**src/rtl/pc_pkg.sv**
```systemverilog
`default_nettype none
// +----------------------------------------------------------------------+
// | pc_pkg: shared PC width, reset value and next-PC select encoding      |
// | Rev 1.0                                                               |
// +----------------------------------------------------------------------+
package pc_pkg;

  localparam int              PC_WIDTH = 8;
  localparam logic [7:0]      PC_RESET = 8'h00;

  typedef enum logic [2:0] {
    SEL_HOLD   = 3'd0,
    SEL_RET    = 3'd1,
    SEL_CALL   = 3'd2,
    SEL_JUMP   = 3'd3,
    SEL_BRANCH = 3'd4,
    SEL_SEQ    = 3'd5
  } pc_sel_t;

endpackage
`default_nettype wire

```
**src/rtl/return_addr_stack.sv**
```systemverilog
`default_nettype none
// +----------------------------------------------------------------------+
// | return_addr_stack: circular return-address stack with depth counter   |
// | Rev 1.0                                                               |
// +----------------------------------------------------------------------+
module return_addr_stack
  import pc_pkg::*;
#(
  parameter int RAS_DEPTH = 4
) (
  input  logic                           clk,
  input  logic                           reset,
  input  logic                           i_push,
  input  logic                           i_pop,
  input  logic [PC_WIDTH-1:0]            i_push_data,
  output logic [PC_WIDTH-1:0]            o_top,
  output logic [$clog2(RAS_DEPTH+1)-1:0] o_depth,
  output logic                           o_overflow,
  output logic                           o_underflow
);

  localparam int AW = $clog2(RAS_DEPTH);
  localparam int DW = $clog2(RAS_DEPTH+1);
  localparam logic [DW-1:0] c_FULL = DW'(RAS_DEPTH);

  logic [PC_WIDTH-1:0] r_mem [RAS_DEPTH];
  logic [AW-1:0]       r_ptr;
  logic [DW-1:0]       r_depth;
  logic [AW-1:0]       w_wr_idx;
  logic                w_full;
  logic                w_empty;

  // When full, the slot after the top is the oldest entry, so a push wraps onto it.
  assign w_wr_idx    = r_ptr + AW'(1);
  assign w_full      = (r_depth == c_FULL);
  assign w_empty     = (r_depth == '0);
  assign o_top       = r_mem[r_ptr];
  assign o_depth     = r_depth;
  assign o_overflow  = i_push && w_full;
  assign o_underflow = i_pop && w_empty;

  always_ff @(posedge clk) begin
    if (i_push && !reset) begin
      r_mem[w_wr_idx] <= i_push_data;
    end
  end

  always_ff @(posedge clk) begin
    if (reset) begin
      r_ptr   <= '0;
      r_depth <= '0;
    end else if (i_pop) begin
      if (!w_empty) begin
        r_ptr   <= r_ptr - AW'(1);
        r_depth <= r_depth - DW'(1);
      end
    end else if (i_push) begin
      r_ptr <= w_wr_idx;
      if (!w_full) begin
        r_depth <= r_depth + DW'(1);
      end
    end
  end

endmodule
`default_nettype wire

```
**src/rtl/next_pc_unit.sv**
```systemverilog
`default_nettype none
// +----------------------------------------------------------------------+
// | next_pc_unit: priority next-PC select with return-address stack       |
// | Rev 1.0                                                               |
// +----------------------------------------------------------------------+
module next_pc_unit
  import pc_pkg::*;
#(
  parameter int         RAS_DEPTH = 4,
  parameter logic [7:0] PC_STEP   = 8'd4
) (
  input  logic                           clk,
  input  logic                           reset,
  input  logic [PC_WIDTH-1:0]            pc,
  input  logic                           stall,
  input  logic                           branch_taken,
  input  logic [PC_WIDTH-1:0]            branch_offset,
  input  logic                           jump,
  input  logic                           call,
  input  logic                           ret,
  input  logic [PC_WIDTH-1:0]            jump_target,
  output logic [PC_WIDTH-1:0]            next_pc,
  output logic [$clog2(RAS_DEPTH+1)-1:0] ras_depth,
  output logic                           ras_overflow,
  output logic                           ras_underflow
);

  pc_sel_t             w_sel;
  logic [PC_WIDTH-1:0] w_seq_pc;
  logic [PC_WIDTH-1:0] w_br_pc;
  logic [PC_WIDTH-1:0] w_ras_top;
  logic [$clog2(RAS_DEPTH+1)-1:0] w_depth;
  logic                w_push;
  logic                w_pop;
  logic                w_ovf_pulse;
  logic                w_unf_pulse;
  logic                r_overflow;
  logic                r_underflow;

  assign w_seq_pc = pc + PC_STEP;
  assign w_br_pc  = pc + branch_offset;

  always_comb begin
    w_sel = SEL_SEQ;
    if (stall)             w_sel = SEL_HOLD;
    else if (ret)          w_sel = SEL_RET;
    else if (call)         w_sel = SEL_CALL;
    else if (jump)         w_sel = SEL_JUMP;
    else if (branch_taken) w_sel = SEL_BRANCH;
  end

  assign w_push = !reset && (w_sel == SEL_CALL);
  assign w_pop  = !reset && (w_sel == SEL_RET);

  return_addr_stack #(.RAS_DEPTH(RAS_DEPTH)) u_ras (
    .clk         (clk),
    .reset       (reset),
    .i_push      (w_push),
    .i_pop       (w_pop),
    .i_push_data (w_seq_pc),
    .o_top       (w_ras_top),
    .o_depth     (w_depth),
    .o_overflow  (w_ovf_pulse),
    .o_underflow (w_unf_pulse)
  );

  always_comb begin
    next_pc = PC_RESET;
    if (!reset) begin
      case (w_sel)
        SEL_HOLD:   next_pc = pc;
        // An empty stack falls through to the sequential address.
        SEL_RET:    next_pc = (w_depth != '0) ? w_ras_top : w_seq_pc;
        SEL_CALL:   next_pc = jump_target;
        SEL_JUMP:   next_pc = jump_target;
        SEL_BRANCH: next_pc = w_br_pc;
        SEL_SEQ:    next_pc = w_seq_pc;
        default:    next_pc = PC_RESET;
      endcase
    end
  end

  always_ff @(posedge clk) begin
    if (reset) begin
      r_overflow  <= 1'b0;
      r_underflow <= 1'b0;
    end else begin
      if (w_ovf_pulse) r_overflow  <= 1'b1;
      if (w_unf_pulse) r_underflow <= 1'b1;
    end
  end

  assign ras_depth     = w_depth;
  assign ras_overflow  = r_overflow;
  assign ras_underflow = r_underflow;

endmodule
`default_nettype wire

```
**config.mk**
```make
export PLATFORM = sky130hd
export DESIGN_NAME = next_pc_unit
export DESIGN_NICKNAME = d
export VERILOG_FILES = /design/src/rtl/pc_pkg.sv /design/src/rtl/return_addr_stack.sv /design/src/rtl/next_pc_unit.sv
export SDC_FILE = /design/constraint.sdc
export NUM_CORES = 1
export LEC_CHECK = 0
export CAP_MARGIN = 20
export CORE_MARGIN = 2
export CORE_UTILIZATION = 52
export DETAILED_ROUTE_END_ITERATION = 8
export PLACE_DENSITY_LB_ADDON = 0.3
export SYNTH_ARGS = -nofsm -noshare
export SYNTH_HDL_FRONTEND = slang
export SYNTH_SLANG_ARGS = --single-unit
```
**constraint.sdc**
```tcl
create_clock -name clk -period 3 [get_ports clk]
set_input_delay 0.6 -clock clk [delete_from_list [all_inputs] [get_ports clk]]
set_output_delay 0.6 -clock clk [all_outputs]
set_load 0.02 [all_outputs]
```
==> impl_results.md, run 1 <==
- Status: completed
- Root buf cell: clkbuf_8
- Main synth FF type: edfxtp_1
- Core Area: 4350 sq um
- DIE AREA: 5040 sq um
- Maximum clock frequency: 0.338 GHz
- Hold violation count in the final report: 0
- FILL cells: 274
- Cells after Synth: 199
- Power Density: 421 nW/um^2
- Largest net degree at the start of global routing: 15
- Die Span X: 71.0 um
- Power consumption: 1.41 mW
- RSZ-0062 raised after global routing: false
- Clk sink count: 41
- Worst hold path type: reg -> reg
- Synthesis-stage register bit count: 41
- Setup CP Type: in -> out
- Register area share after synthesis: 48.8%
- Post-synth ARST share: 0%
- Share of cells above drive strength 1: 32.7%
- Max_slew headroom: 64.1%
- I/O pins: 44
- GRT Total Usage: 25.8%
- CP Capture Type: output pin
- Clk slew on worst S/H paths: 0.08 ns
- Leak: 1.34 nW
- Site Rows: 24
- Vias per cell: 5.85
- PortBufs: 43
- Worst Path Arrival: 2.36 ns
- CTS tree: yes
- Diode count: 0
- Post-synth EDFFs: 32
- Post-Layout Cell Count: 346
- GRT overflow: 0
- Least-Margin Pin Slew: 0.536 ns
- Max-cap violations: 0
- Area growth, synth to finish: 43.4%
- HPWL after DPL: 4660 um
- Fin crit share: 98.5%
- Placed cell count: 335
- WL final: 6260 um
- Clock insertion delay at the later pin of the skew report: 0.29 ns
- Final nets: 338
- CP Max Fanout: 7
- Global-route wire length before repair: 9920 um
- Final ANT Viol Nets: 0
- Drt first pass iters: 4
- R2R Setup Slk: 1.41 ns
- Fin crit period: 2.96 ns
- Mapped cell area: 2340 sq um
- Starting Density: 53.6%
- Number of remaining DRC errors: 0
- Required @ worst endpoint: 2.40 ns
- Die Y: 71.0 um
- Endpoints failing setup: 0
- Vias in the first global route: 2,101
- CTS Hold Buffers Added: 0
- Clk_skew: 0.00457 ns
- Critical path startpoint: pc[1]
- Clk buf depth: 2
- Initial antenna violation count: 0
- Ys Warns: 0
- CP startpoint kind: primary input
- Vias: 2,025
- Mapped Avg Cell Area: 11.7 sq um
- Worst VDD drop: 0.425 mV
- Final count of pins violating max slew: 0
- Distinct cells, synth: 46
- Critical Path Sink: next_pc[7]
- TritonCTS buffer count: 5
- Routed wire length per instance: 18.1 um
- Worst R2R Start: u_ras.o_depth[1]$_SDFFE_PP0P_
- Initial drt markers: 174
- Post-Synthesis Net Count: 244
- CTS H-tree lvls: 2
- R2R cell count: 7
- Gpl congestion: 0.890
per-stage QoR:
step                instance area (sq um)  hold slack, ns  setup TNS, ns  util (%)  setup WS [ns]
floorplan                            2340           0.570              0         -          0.138
global placement                     3150           0.449          -3.73      72.4         -0.833
detailed placement                   3150           0.455          -4.01      72.4         -0.863
CTS                                  3310           0.476              0      75.9        0.00262
global route                         3350           0.503              0      77.0        0.00241
finish                               3350           0.474              0      77.0         0.0445
layer usage:
metal,global-route usage (%),up-vias,wire [um]
met3,5.84,16,327
met4,6.50,0,141
met2,46.4,87,3330
li1,-,939,-
met5,0,-,0
met1,31.3,983,2470
timing repair:
action	CTS	global route
resized for setup	47	19
setup buffers	2	1
setup endpoints to repair	8	6
pin swaps	11	9
gates cloned	0	0
layout make-up:
class / count / area (sq um) / area share [%]
Inverter: 7 / 26.3 / 0.784
Clock buffer: 5 / 68.8 / 2.05
Timing Repair Buffer: 95 / 786 / 23.5
Clock inverter: 3 / 46.3 / 1.38
Multi-Input combinational cell: 143 / 1220 / 36.3
Sequential cell: 41 / 1140 / 34.1
Tap cell: 52 / 65.1 / 1.94
Yosys cell counts (2+ instances only):
cell | count | share of area, %
edfxtp_1 | 32 | 41
nand2_1 | 26 | 4.2
nor2_1 | 13 | 2.1
ha_1 | 12 | 6.4
a21oi_1 | 11 | 2.4
dfxtp_1 | 9 | 7.7
mux4_2 | 8 | 7.7
inv_1 | 7 | 1.1
xor2_1 | 6 | 2.2
a31oi_1 | 5 | 1.3
nand3_1 | 5 | 1.1
o21ai_0 | 5 | 1.1
xnor2_1 | 5 | 1.9
a211oi_1 | 4 | 1.3
and2_1 | 4 | 1.1
a21o_1 | 3 | 0.96
a221oi_1 | 3 | 1.1
and3_1 | 3 | 0.80
buf_2 | 3 | 0.64
clkbuf_1 | 3 | 0.48
a222oi_1 | 2 | 0.86
buf_6 | 2 | 0.96
fa_1 | 2 | 1.7
nand2b_1 | 2 | 0.54
nor3_1 | 2 | 0.43
or3b_1 | 2 | 0.75
cell families (layout without fill, tap and decap cells):
group                    count (synthesis)  count (layout)  share of synthesized area [%]
AND/OR/NAND/NOR                         66              66                           14.3
AO/OA/AOI/OAI                           44              44                           13.7
flip-flops                              41              41                           48.8
buffers and inverters                   15             110                           3.21
adder cells (fa/ha/maj)                 14              14                           8.14
XOR/XNOR                                11              11                           4.12
multiplexers                             8               8                           7.71
state kept, by name, indices dropped and copies added (netlist names), named ones only:
| register | cells |
|---|---|
| u_ras.r_mem | 32 |
| u_ras.o_depth | 3 |
| u_ras.r_ptr | 2 |
| ras_overflow | 1 |
| ras_underflow | 1 |
where the power goes:
group | leakage (nW) | switching [mW] | internal (mW) | total (mW)
logic | 0.923 | 0.162 | 0.174 | 0.336
clock network | 0.0543 | 0.193 | 0.249 | 0.442
registers | 0.362 | 0.00900 | 0.624 | 0.633
worst max-delay path, cell delays in order:
cell and delay (ns):
clkdlybuf4s15_1 0.22, buf_4 0.18, ha_1 0.29, nand3_2 0.09, nand2_1 0.10, a21oi_1 0.09
or3b_1 0.39, a31oi_1 0.20, buf_4 0.18
placed cells by master (no fill, tap or decap), types with 2 or more instances in the layout:
master	synthesis	layout
inv_1	7	7
dlymetal6s2s_1	0	6
dfxtp_1	9	9
nor3_2	1	2
ha_4	0	5
ha_1	12	6
a221oi_1	3	3
nand2_1	26	26
mux4_2	8	8
a211oi_1	4	3
a21o_1	3	3
and2_1	4	4
clkbuf_2	0	4
and3_1	3	3
nor2_1	13	13
clkbuf_8	0	5
nand3_1	5	4
buf_2	3	4
xnor2_1	5	5
a21oi_1	11	10
buf_4	0	53
a222oi_1	2	2
xor2_1	6	6
or3b_1	2	2
dlygate4sd2_1	0	6
a31oi_1	5	5
nand2b_1	2	2
edfxtp_1	32	32
clkdlybuf4s50_1	0	21
o21ai_0	5	4
worst min path at each step:
stage	end	startpoint	cells after the start
floorplan	ras_underflow$_SDFFE_PP0N_	ras_underflow$_SDFFE_PP0N_	2
global placement	ras_underflow$_SDFFE_PP0N_	ras_underflow$_SDFFE_PP0N_	2
detailed placement	ras_underflow$_SDFFE_PP0N_	ras_underflow$_SDFFE_PP0N_	2
CTS	ras_underflow$_SDFFE_PP0N_	ras_underflow$_SDFFE_PP0N_	2
global route	ras_underflow$_SDFFE_PP0N_	ras_underflow$_SDFFE_PP0N_	2
finish	ras_underflow$_SDFFE_PP0N_	ras_underflow$_SDFFE_PP0N_	2
Note: power is estimated with default switching activity, not from simulation.
==> run 2: changes to the inputs <==
--- a/config.mk
+++ b/config.mk
@@ -9,7 +9,8 @@
 export CORE_MARGIN = 2
 export CORE_UTILIZATION = 52
 export DETAILED_ROUTE_END_ITERATION = 8
-export PLACE_DENSITY_LB_ADDON = 0.3
+export PLACE_DENSITY = 0.79
+export SETUP_SLACK_MARGIN = 0.05
 export SYNTH_ARGS = -nofsm -noshare
 export SYNTH_HDL_FRONTEND = slang
 export SYNTH_SLANG_ARGS = --single-unit
==> impl_results.md, run 2 (same netlist as run 1, synthesis figures left out) <==
- Power Density: 396 nW/um^2
- Hold slack: 0.491 ns
- Worst hold path type: reg -> reg
- Least-Margin Pin Slew: 0.467 ns
- Endpoints failing setup: 0
- GRT overflow: 0
- PortBufs: 43
- Worst VDD drop: 0.480 mV
- Clock insertion delay at the later pin of the skew report: 0.30 ns
- GRT Total Usage: 25.8%
- Vias: 2,039
- Number of flip-flops under the largest register name: 32
- Max-cap violations: 0
- Setup CP Type: in -> out
- Commonest non-fill, non-tap cell in the layout: buf_4
- Max_slew headroom: 68.9%
- HPWL after DPL: 4760 um
- Busiest grt layer: met2
- TNS Setup: 0 ns
- CP Capture Type: output pin
- Number of remaining DRC errors: 0
- Share of cells above drive strength 1: 34.6%
- Root buf cell: clkbuf_8
- Initial antenna violation count: 0
- Worst slack, placed: -0.835 ns
- Placed cell areas: 3170 sq um
- Leak: 1.35 nW
- Final nets: 339
- Routed wire length per instance: 19.0 um
- Placed cell count: 336
- Starting Density: 53.6%
- Clk_skew: 0.0130 ns
- Clk slew on worst S/H paths: 0.09 ns
- Most frequent cells in the layout: 52 x buf_4, 32 x edfxtp_1, 24 x nand2_1
- TritonCTS buffer count: 5
- Clk buf depth: 2
- DIE AREA: 5040 sq um
- Maximum clock frequency: 0.343 GHz
- Grt met1 use: 32.2%
- Largest net degree at the start of global routing: 20
- CTS tree: yes
- Diode count: 0
- CTS H-tree lvls: 2
- Final Cell Area: 3380 sq um
- Vias per cell: 5.88
- Hold violation count in the final report: 0
- Site Rows: 24
- Worst Path Arrival: 2.31 ns
- Post-route setup slack: 0.0853 ns
- CP startpoint kind: primary input
- Required @ worst endpoint: 2.40 ns
- CTS Hold Buffers Added: 0
- Power consumption: 1.34 mW
- Die Y: 71.0 um
- Drt first pass iters: 5
- I/O pins: 44
- Final ANT Viol Nets: 0
- CP Max Fanout: 7
- FILL cells: 272
- Largest register by flop count: u_ras.r_mem
- Clk sink count: 41
- Gpl congestion: 0.844
- Fin crit share: 97.2%
- GR Layer Usage met3: 3.85%
- Post-Layout Cell Count: 347
- Core Area: 4350 sq um
- Initial drt markers: 174
- WL final: 6610 um
- Final count of pins violating max slew: 0
- Met2 Track Usage GR: 47.2%
- Die Span X: 71.0 um
- Final Core Density: 77.7%
- Vias in the first global route: 2,041
- Global-route wire length before repair: 9910 um
- Status: completed
- Fin crit period: 2.91 ns
- Area growth, synth to finish: 44.8%
run 2: changes by cell type in the layout (fill, tap and decap cells not counted), moves of 2 or more:
cell and delta:
buf_6 +2, clkbuf_2 -2, clkinv_2 +2, nand2_1 -2
nand2_2 +2
run 2: final cells by class:
cell class                      count  area (sq um)  share of cell area, %
Clock inverter                      3          17.5                  0.518
Multi-Input combinational cell    143          1240                   36.6
Clock buffer                        5          68.8                   2.03
Sequential cell                    41          1140                   33.7
Inverter                            7          26.3                  0.777
Tap cell                           52          65.1                   1.92
Timing Repair Buffer               96           826                   24.4
run 2: what timing repair did:
action	in CTS	in global routing
pin swaps	10	15
gates resized for setup	52	26
endpoints found under the setup margin	8	7
cloned	0	0
setup buffers	1	2
run 2: routing by layer:
| metal | vias to the layer above | part of all wire, % |
|---|---|---|
| met1 | 1004 | 39 |
| met5 | - | 0 |
| met2 | 77 | 55 |
| met4 | 0 | 1.7 |
| met3 | 14 | 4.9 |
| li1 | 944 | - |
run 2: path summary, 6_finish.rpt:
kind | slack (ns) | startpoint | end | depth (start not counted)
setup / recovery | 0.09 | ret | next_pc[0] | 6
hold / removal | 0.49 | ras_overflow$_SDFFE_PP0P_ | ras_overflow$_SDFFE_PP0P_ | 2
setup reg to reg | 1.37 | u_ras.o_depth[1]$_SDFFE_PP0P_ | u_ras.r_ptr[1]$_SDFFE_PP0P_ | 6
hold reg to reg | 0.49 | ras_overflow$_SDFFE_PP0P_ | ras_overflow$_SDFFE_PP0P_ | 2
run 2: worst max-delay path, cell delays in order:
cell and delay (ns):
clkdlybuf4s50_1 0.55, nor2_2 0.05, and3_2 0.28, a222oi_1 0.37
a21oi_1 0.12, dlygate4sd2_1 0.34
run 2: power by group:
group	internal, mW	switching (mW)	total, mW	leakage, nW
registers	0.624	0.00956	0.634	0.362
clock network	0.161	0.196	0.356	0.0439
logic	0.182	0.167	0.349	0.948
total	0.967	0.373	1.34	1.35
